<file path="src/rtl/fw_pkg.sv">
// ============================================================================
//  Module      : fw_pkg
//  Description : Shared defaults, phase codes, FSM states and tiles-per-phase
//                lookup for the fw tile feeder.
//  Revision    : 1.0 - initial release
// ============================================================================
`default_nettype none

package fw_pkg;

    localparam int FW_DW    = 16;
    localparam int FW_LANES = 4;

    localparam logic [1:0] PH_00 = 2'b00;
    localparam logic [1:0] PH_01 = 2'b01;
    localparam logic [1:0] PH_10 = 2'b10;
    localparam logic [1:0] PH_11 = 2'b11;

    typedef logic [1:0] fw_state_t;

    localparam fw_state_t ST_IDLE   = 2'd0;
    localparam fw_state_t ST_LOAD   = 2'd1;
    localparam fw_state_t ST_STREAM = 2'd2;
    localparam fw_state_t ST_DONE   = 2'd3;

    function automatic logic [1:0] tiles_per_phase(input logic [1:0] ph);
        case (ph)
            PH_00:        return 2'd1;
            PH_01, PH_10: return 2'd2;
            default:      return 2'd3;
        endcase
    endfunction

endpackage

`default_nettype wire

</file>
<file path="src/rtl/fw_feeder_buf.sv">
// ============================================================================
//  Module      : fw_feeder_buf
//  Description : Simple dual-port word buffer, synchronous write and
//                registered (enable-gated) read.
//  Revision    : 1.0 - initial release
// ============================================================================
`default_nettype none

module fw_feeder_buf #(
    parameter int WIDTH = 64,
    parameter int DEPTH = 48,
    parameter int AW    = 6
) (
    input  logic             clk,
    input  logic             rst,
    input  logic             i_wr_en,
    input  logic [AW-1:0]    i_wr_addr,
    input  logic [WIDTH-1:0] i_wr_data,
    input  logic             i_rd_en,
    input  logic [AW-1:0]    i_rd_addr,
    output logic [WIDTH-1:0] o_rd_data
);

    logic [WIDTH-1:0] r_mem [DEPTH];
    logic [WIDTH-1:0] r_rd_data;

    always_ff @(posedge clk) begin
        if (i_wr_en) begin
            r_mem[i_wr_addr] <= i_wr_data;
        end
    end

    // The read register doubles as the feeder's output word, so it resets
    // and holds whenever no read is requested.
    always_ff @(posedge clk) begin
        if (rst) begin
            r_rd_data <= '0;
        end else if (i_rd_en) begin
            r_rd_data <= r_mem[i_rd_addr];
        end
    end

    assign o_rd_data = r_rd_data;

endmodule

`default_nettype wire

</file>
<file path="src/rtl/fw_tile_feeder.sv">
// ============================================================================
//  Module      : fw_tile_feeder
//  Description : Buffers one phase of N x N tiles and streams LANES-wide
//                words to the fw core, honouring its inhibit backpressure.
//                Optional macro FW_FEEDER_DIAG_ZERO_EN zeroes diagonal lanes.
//  Revision    : 1.0 - initial release
// ============================================================================
`default_nettype none

module fw_tile_feeder
    import fw_pkg::*;
#(
    parameter int DW        = FW_DW,
    parameter int LANES     = FW_LANES,
    parameter int N         = 8,
    parameter int MAX_TILES = 3
) (
    input  logic                                         clk,
    input  logic                                         reset,
    input  logic                                         start,
    input  logic [1:0]                                   phase_in,
    input  logic                                         wr_en,
    input  logic [LANES*DW-1:0]                          wr_data,
    input  logic                                         inhibit,
    output logic [LANES*DW-1:0]                          outD,
    output logic                                         out_valid,
    output logic [1:0]                                   phase,
    output logic                                         busy,
    output logic                                         done,
    output logic [$clog2(MAX_TILES*N*N/LANES+1)-1:0]     load_cnt
);

    localparam int c_WPT   = N * N / LANES;
    localparam int c_WPR   = N / LANES;
    localparam int c_DEPTH = MAX_TILES * c_WPT;
    localparam int c_CW    = $clog2(c_DEPTH + 1);
    localparam int c_AW    = (c_DEPTH > 1) ? $clog2(c_DEPTH) : 1;
    localparam int c_WORD  = LANES * DW;
    localparam logic [c_CW-1:0] c_ONE = {{(c_CW-1){1'b0}}, 1'b1};

    fw_state_t          r_state;
    fw_state_t          w_next_state;
    logic [1:0]         r_phase;
    logic [c_CW-1:0]    r_load_cnt;
    logic [c_CW-1:0]    r_rd_ptr;
    logic               r_out_valid;
    logic               r_done;
    logic [LANES-1:0]   r_mask;
    logic [LANES-1:0]   w_lane_mask;
    logic [c_CW-1:0]    w_total;
    logic               w_take_start;
    logic               w_wr_en;
    logic               w_issue;
    logic               w_busy;
    logic [c_WORD-1:0]  w_rd_data;

    assign w_total = c_CW'(c_WPT * int'(tiles_per_phase(r_phase)));

    always_ff @(posedge clk) begin
        if (reset) begin
            r_state <= ST_IDLE;
        end else begin
            r_state <= w_next_state;
        end
    end

    always_comb begin
        w_next_state = r_state;
        case (r_state)
            ST_IDLE: begin
                if (start) begin
                    w_next_state = ST_LOAD;
                end
            end
            ST_LOAD: begin
                if (wr_en && ((r_load_cnt + c_ONE) == w_total)) begin
                    w_next_state = ST_STREAM;
                end
            end
            ST_STREAM: begin
                if (!inhibit && (r_rd_ptr == (w_total - c_ONE))) begin
                    w_next_state = ST_DONE;
                end
            end
            ST_DONE: begin
                w_next_state = ST_IDLE;
            end
            default: begin
                w_next_state = ST_IDLE;
            end
        endcase
    end

    always_comb begin
        w_take_start = 1'b0;
        w_wr_en      = 1'b0;
        w_issue      = 1'b0;
        w_busy       = 1'b0;
        case (r_state)
            ST_IDLE: begin
                w_take_start = start;
            end
            ST_LOAD: begin
                w_wr_en = wr_en;
                w_busy  = 1'b1;
            end
            ST_STREAM: begin
                w_issue = !inhibit;
                w_busy  = 1'b1;
            end
            default: begin
                w_busy = 1'b0;
            end
        endcase
    end

    // The DONE state's output appears one edge later, after the last word's
    // valid cycle, so done never overlaps out_valid.
    always_ff @(posedge clk) begin
        if (reset) begin
            r_phase     <= 2'b00;
            r_load_cnt  <= '0;
            r_rd_ptr    <= '0;
            r_out_valid <= 1'b0;
            r_done      <= 1'b0;
            r_mask      <= '0;
        end else begin
            r_done      <= (r_state == ST_DONE);
            r_out_valid <= w_issue;
            if (w_take_start) begin
                r_phase    <= phase_in;
                r_load_cnt <= '0;
                r_rd_ptr   <= '0;
            end
            if (w_wr_en) begin
                r_load_cnt <= r_load_cnt + c_ONE;
            end
            if (w_issue) begin
                r_rd_ptr <= r_rd_ptr + c_ONE;
                r_mask   <= w_lane_mask;
            end
        end
    end

`ifdef FW_FEEDER_DIAG_ZERO_EN
    localparam int c_RW  = (N > 1) ? $clog2(N) : 1;
    localparam int c_CCW = (c_WPR > 1) ? $clog2(c_WPR) : 1;

    logic [c_CCW-1:0] r_col_word;
    logic [c_RW-1:0]  r_row;

    // Tile-relative position of the word at rd_ptr; wraps each row and tile.
    always_ff @(posedge clk) begin
        if (reset) begin
            r_col_word <= '0;
            r_row      <= '0;
        end else if (w_take_start) begin
            r_col_word <= '0;
            r_row      <= '0;
        end else if (w_issue) begin
            if (r_col_word == c_CCW'(c_WPR - 1)) begin
                r_col_word <= '0;
                r_row      <= (r_row == c_RW'(N - 1)) ? '0 : r_row + 1'b1;
            end else begin
                r_col_word <= r_col_word + 1'b1;
            end
        end
    end

    always_comb begin
        w_lane_mask = '0;
        for (int l = 0; l < LANES; l++) begin
            w_lane_mask[l] = ((int'(r_col_word) * LANES + l) == int'(r_row));
        end
    end
`else
    always_comb begin
        w_lane_mask = '0;
    end
`endif

    fw_feeder_buf #(
        .WIDTH (c_WORD),
        .DEPTH (c_DEPTH),
        .AW    (c_AW)
    ) u_buf (
        .clk       (clk),
        .rst       (reset),
        .i_wr_en   (w_wr_en),
        .i_wr_addr (r_load_cnt[c_AW-1:0]),
        .i_wr_data (wr_data),
        .i_rd_en   (w_issue),
        .i_rd_addr (r_rd_ptr[c_AW-1:0]),
        .o_rd_data (w_rd_data)
    );

    generate
        for (genvar g = 0; g < LANES; g++) begin : g_lane
            assign outD[g*DW +: DW] = r_mask[g] ? '0 : w_rd_data[g*DW +: DW];
        end
    endgenerate

    assign out_valid = r_out_valid;
    assign phase     = r_phase;
    assign busy      = w_busy;
    assign done      = r_done;
    assign load_cnt  = r_load_cnt;

endmodule

`default_nettype wire

</file>
<file path="config.mk">
export PLATFORM = sky130hd
export DESIGN_NAME = fw_tile_feeder
export DESIGN_NICKNAME = d
export VERILOG_FILES = /design/src/rtl/fw_pkg.sv /design/src/rtl/fw_feeder_buf.sv /design/src/rtl/fw_tile_feeder.sv
export SDC_FILE = /design/constraint.sdc
export NUM_CORES = 2
export LEC_CHECK = 0
export CELL_PAD_IN_SITES_DETAIL_PLACEMENT = 0
export CELL_PAD_IN_SITES_GLOBAL_PLACEMENT = 1
export CORE_ASPECT_RATIO = 0.75
export CORE_MARGIN = 3
export CORE_UTILIZATION = 57
export CTS_CLUSTER_SIZE = 14
export DETAILED_ROUTE_END_ITERATION = 16
export DONT_BUFFER_PORTS = 1
export PLACE_DENSITY_LB_ADDON = 0.15
export REMOVE_ABC_BUFFERS = 1
export SYNTH_ARGS = -nofsm -noshare
export SYNTH_HDL_FRONTEND = slang
export SYNTH_SLANG_ARGS = --single-unit
</file>
<file path="constraint.sdc">
create_clock -name clk -period 6.3 [get_ports clk]
set_input_delay 0.63 -clock clk [delete_from_list [all_inputs] [get_ports clk]]
set_output_delay 0.63 -clock clk [all_outputs]
set_load 0.01 [all_outputs]
</file>
==> flow_summary_export.csv <==
group,metric,value,unit
die,core,0.2092,sq mm
sta,fin_skew,0.04342,ns
place,pre_cts_ws,2.502,ns
route,drt-initial-drc-count,9214,
power,p_leak,40.80,nW
logic_synthesis,ys_async_sr_fraction,0,%
logic_synthesis,ys.flop_type,"edfxtp_1",
die,start_util,57.61,%
route,route.vias.total,59470,
cts,cts.sinks,3154,
route,routedWlPerCell,37.69,um
setup_path,critical_path_peak_fanout,36,
cts,tritoncts,"yes",
global_routing,grt_max_degree,123,
setup_path,start_kind,"flip-flop",
logic_synthesis,synth.distinct_cells,68,
logic_synthesis,yosys-top-cells-count,"3072 x edfxtp_1, 750 x mux4_2, 273 x mux2i_1, 161 x nor2_1, 130 x nand2_1",
cts,cts_buffer_depth,4,
cts,root_buffer,"clkbuf_16",
die,die_y,404.2,um
logic_synthesis,syn_area_per_cell,22.50,sq um
power,seqPwrFrac,53.9,%
power,power.internal,0.03426,W
status,status,"completed",
global_routing,grt-ovfl-total,0,
setup_path,r2r_setup_slack,2.42,ns
flow_run,cap_viol_max_count,0,
sta,setup_viol,0,
route,ant_nets,0,
die,placementRows,145,
logic_synthesis,yosys_warnings,0,
place,dpl.cell_count,7987,
logic_synthesis,synth-edff-count,3072,
cts,cts_max_level,5,
power,switchingPower,0.009044,W
sta,post-route-min-period,3.879,ns
sta,rsz0062_at_grt,"false",
global_routing,grt_pass1_vias,57710,
final_layout,instances_no_fill,8596,
power,pwr-share-clk,40.7,%
sta,tightest_slew,1.334,ns
cts,clk_pin_slew,0.06,ns
global_routing,grt_pass1_wl,455100,um
route,vias_per_cell,6.918,
final_layout,nets,5648,
setup_path,required,7.09,ns
global_routing,grt_usage,30.08,%
sta,maxSlewHeadroom,11.07,%
sta,setup_ws,2.421,ns
sta,fmax,257.8,MHz
logic_synthesis,synth.top_cell.area_share,76.55,%
logic_synthesis,ys_seq_area_share,77.91,%
power,combPwrFrac,5.4,%
final_layout,n_fill_cell,13640,
die,die-area,0.2170,sq mm
final_layout,area_growth,12.32,%
logic_synthesis,ys_ff_latch,3154,
cts,cts-buffers-inserted,301,
place,gp_congestion,0.7821,
place,io_buffers,0,
logic_synthesis,netlist_area,0.1205,sq mm
route,dr.pass1.iters,5,
route,routed_wirelength,324000,um
global_routing,antenna_found_initial,4,
logic_synthesis,yosysTopAreaCell,"edfxtp_1",
place,place_hpwl,159100,um
die,ios,146,
worst_hold_path,worstHoldPathType,"in -> reg",
sta,slew_viol_final,0,
sta,hold_viol_final,0,
route,drc,0,
sta,finalCritPeriodShare,61.57,%
final_layout,layout-drive-gt1-share,25.73,%
power,p_total,0.04331,W
power,p_sw_share,20.88,%
cts,cts_resized,0,
setup_path,arrival,4.67,ns
cts,clk_latency,0.85,ns
power,powerDensity,319.9,mW/mm^2
setup_path,criticalPathCategory,"reg -> reg",
setup_path,worstSetupEndpointType,"flip-flop",
power,vdd_drop_max,252.3,uV
die,die_w,536.9,um
logic_synthesis,post-synth-top-count-cell,"edfxtp_1",
logic_synthesis,synthCells,5357,
final_layout,antenna_cells,0,
logic_synthesis,synth_area_leaders,"edfxtp_1 77%, mux4_2 14%, mux2i_1 2.3%",
-- flip-flops by register name, summed over array words and instances (netlist names) --
register         cells
u_buf.r_mem       3072
u_buf.o_rd_data     64
load_cnt             6
r_rd_ptr             6
phase                2
r_state              2
done                 1
out_valid            1
-- routing by layer --
metal / global-route usage [%] / wire length, um / share of wire, % / vias to the layer above
li1: - / - / - / 23130
met5: 0 / 0 / 0 / -
met4: 6.430 / 7050 / 2.2 / 0
met3: 5.975 / 36340 / 11 / 447
met1: 47.97 / 133800 / 41 / 32210
met2: 43.91 / 146800 / 45 / 3675
-- layout by cell type (no fill, tap or decap), types with 11 or more instances in the layout --
cell,instances
nor3_1,22
clkbuf_1,89
o22ai_1,59
mux2_2,50
clkinv_1,38
bufinv_16,18
nand2_1,129
clkinv_2,44
a21oi_1,51
a311oi_1,12
dfxtp_1,76
nand3_1,23
mux4_2,750
clkbuf_16,310
o21ai_0,41
o211ai_1,19
clkbuf_8,25
nor2b_1,14
buf_4,82
and2_1,11
o221ai_1,11
edfxtp_1,3072
nor2_4,49
buf_12,115
a211oi_1,34
nor4_1,19
nor2_1,110
a221oi_1,15
mux2i_1,273
a22oi_1,31
inv_1,11
nand2b_1,16
-- critical path, stage by stage, from the launching register on --
cell	delay [ns]
dfxtp_1	0.32
inv_1	0.12
ha_1	0.27
nor2b_4	0.20
buf_12	0.30
nand2b_1	0.61
inv_1	0.90
nand2_1	0.45
a211oi_1	0.44
a221o_1	0.17
-- what timing repair did --
item / 4_1_cts / 5_1_grt
endpoints found under the hold margin: 3125 / 0
buffers inserted: 0 / 0
endpoints found under the setup margin: 0 / 0
hold buffers: 70 / 0
-- kinds of logic (layout without fill, tap and decap cells) --
| kind of cell | after synthesis | count (layout) | synth area share (%) |
|---|---|---|---|
| muxes | 1073 | 1073 | 16.75 |
| DFF | 3154 | 3154 | 77.91 |
| AOI/OAI and AO/OA | 369 | 369 | 2.191 |
| buffers and inverters | 311 | 757 | 1.365 |
| and+or+nand+nor | 435 | 435 | 1.630 |
| adders and majority gates | 10 | 10 | 0.1038 |
| xor gates and xnor gates | 5 | 5 | 0.04776 |
-- through the flow --
step / hold slack [ns] / util [%] / setup TNS [ns] / instance area (sq um)
final: 0.09314 / 64.71 / 0 / 135400
after floorplan: 0.4749 / - / -1962.33 / 118900
after CTS: 0.03107 / 64.71 / 0 / 135400
after detailed placement: 0.5467 / 59.51 / 0 / 124500
after global routing: 0.05353 / 64.71 / 0 / 135400
after global placement: 0.5330 / 59.50 / 0 / 124500
-- power groups by stage --
stage / sequential, W / combinational, W / clock (W)
after floorplan: 0.0239 / 0.00257 / 0
after global placement: 0.0238 / 0.00196 / 0
after detailed placement: 0.0238 / 0.00197 / 0
after CTS: 0.0233 / 0.00235 / 0.0179
after global routing: 0.0233 / 0.00250 / 0.0187
final: 0.0233 / 0.00234 / 0.0176
-- worst paths after layout --
check,from,end,cells past startpoint
setup / recovery,r_state[0]$_SDFFE_PP0P_,u_buf.o_rd_data[25]$_SDFFE_PP0P_,9
hold / removal,reset,u_buf.o_rd_data[9]$_SDFFE_PP0P_,3
setup reg to reg,r_state[0]$_SDFFE_PP0P_,u_buf.o_rd_data[25]$_SDFFE_PP0P_,9
hold reg to reg,u_buf.o_rd_data[56]$_SDFFE_PP0P_,u_buf.o_rd_data[56]$_SDFFE_PP0P_,2
-- area by class of cell --
cell class	instances	area [sq um]	share of cell area, %
flip-flops and latches	3154	93910	69.38
clock inverters	115	1077	0.7959
multi-input cells	1892	25380	18.75
clock buffers	424	8436	6.232
repair buffers	203	2995	2.213
well taps	2793	3495	2.582
inverters	15	62.56	0.04622
Note: power is estimated with default switching activity, not from simulation.
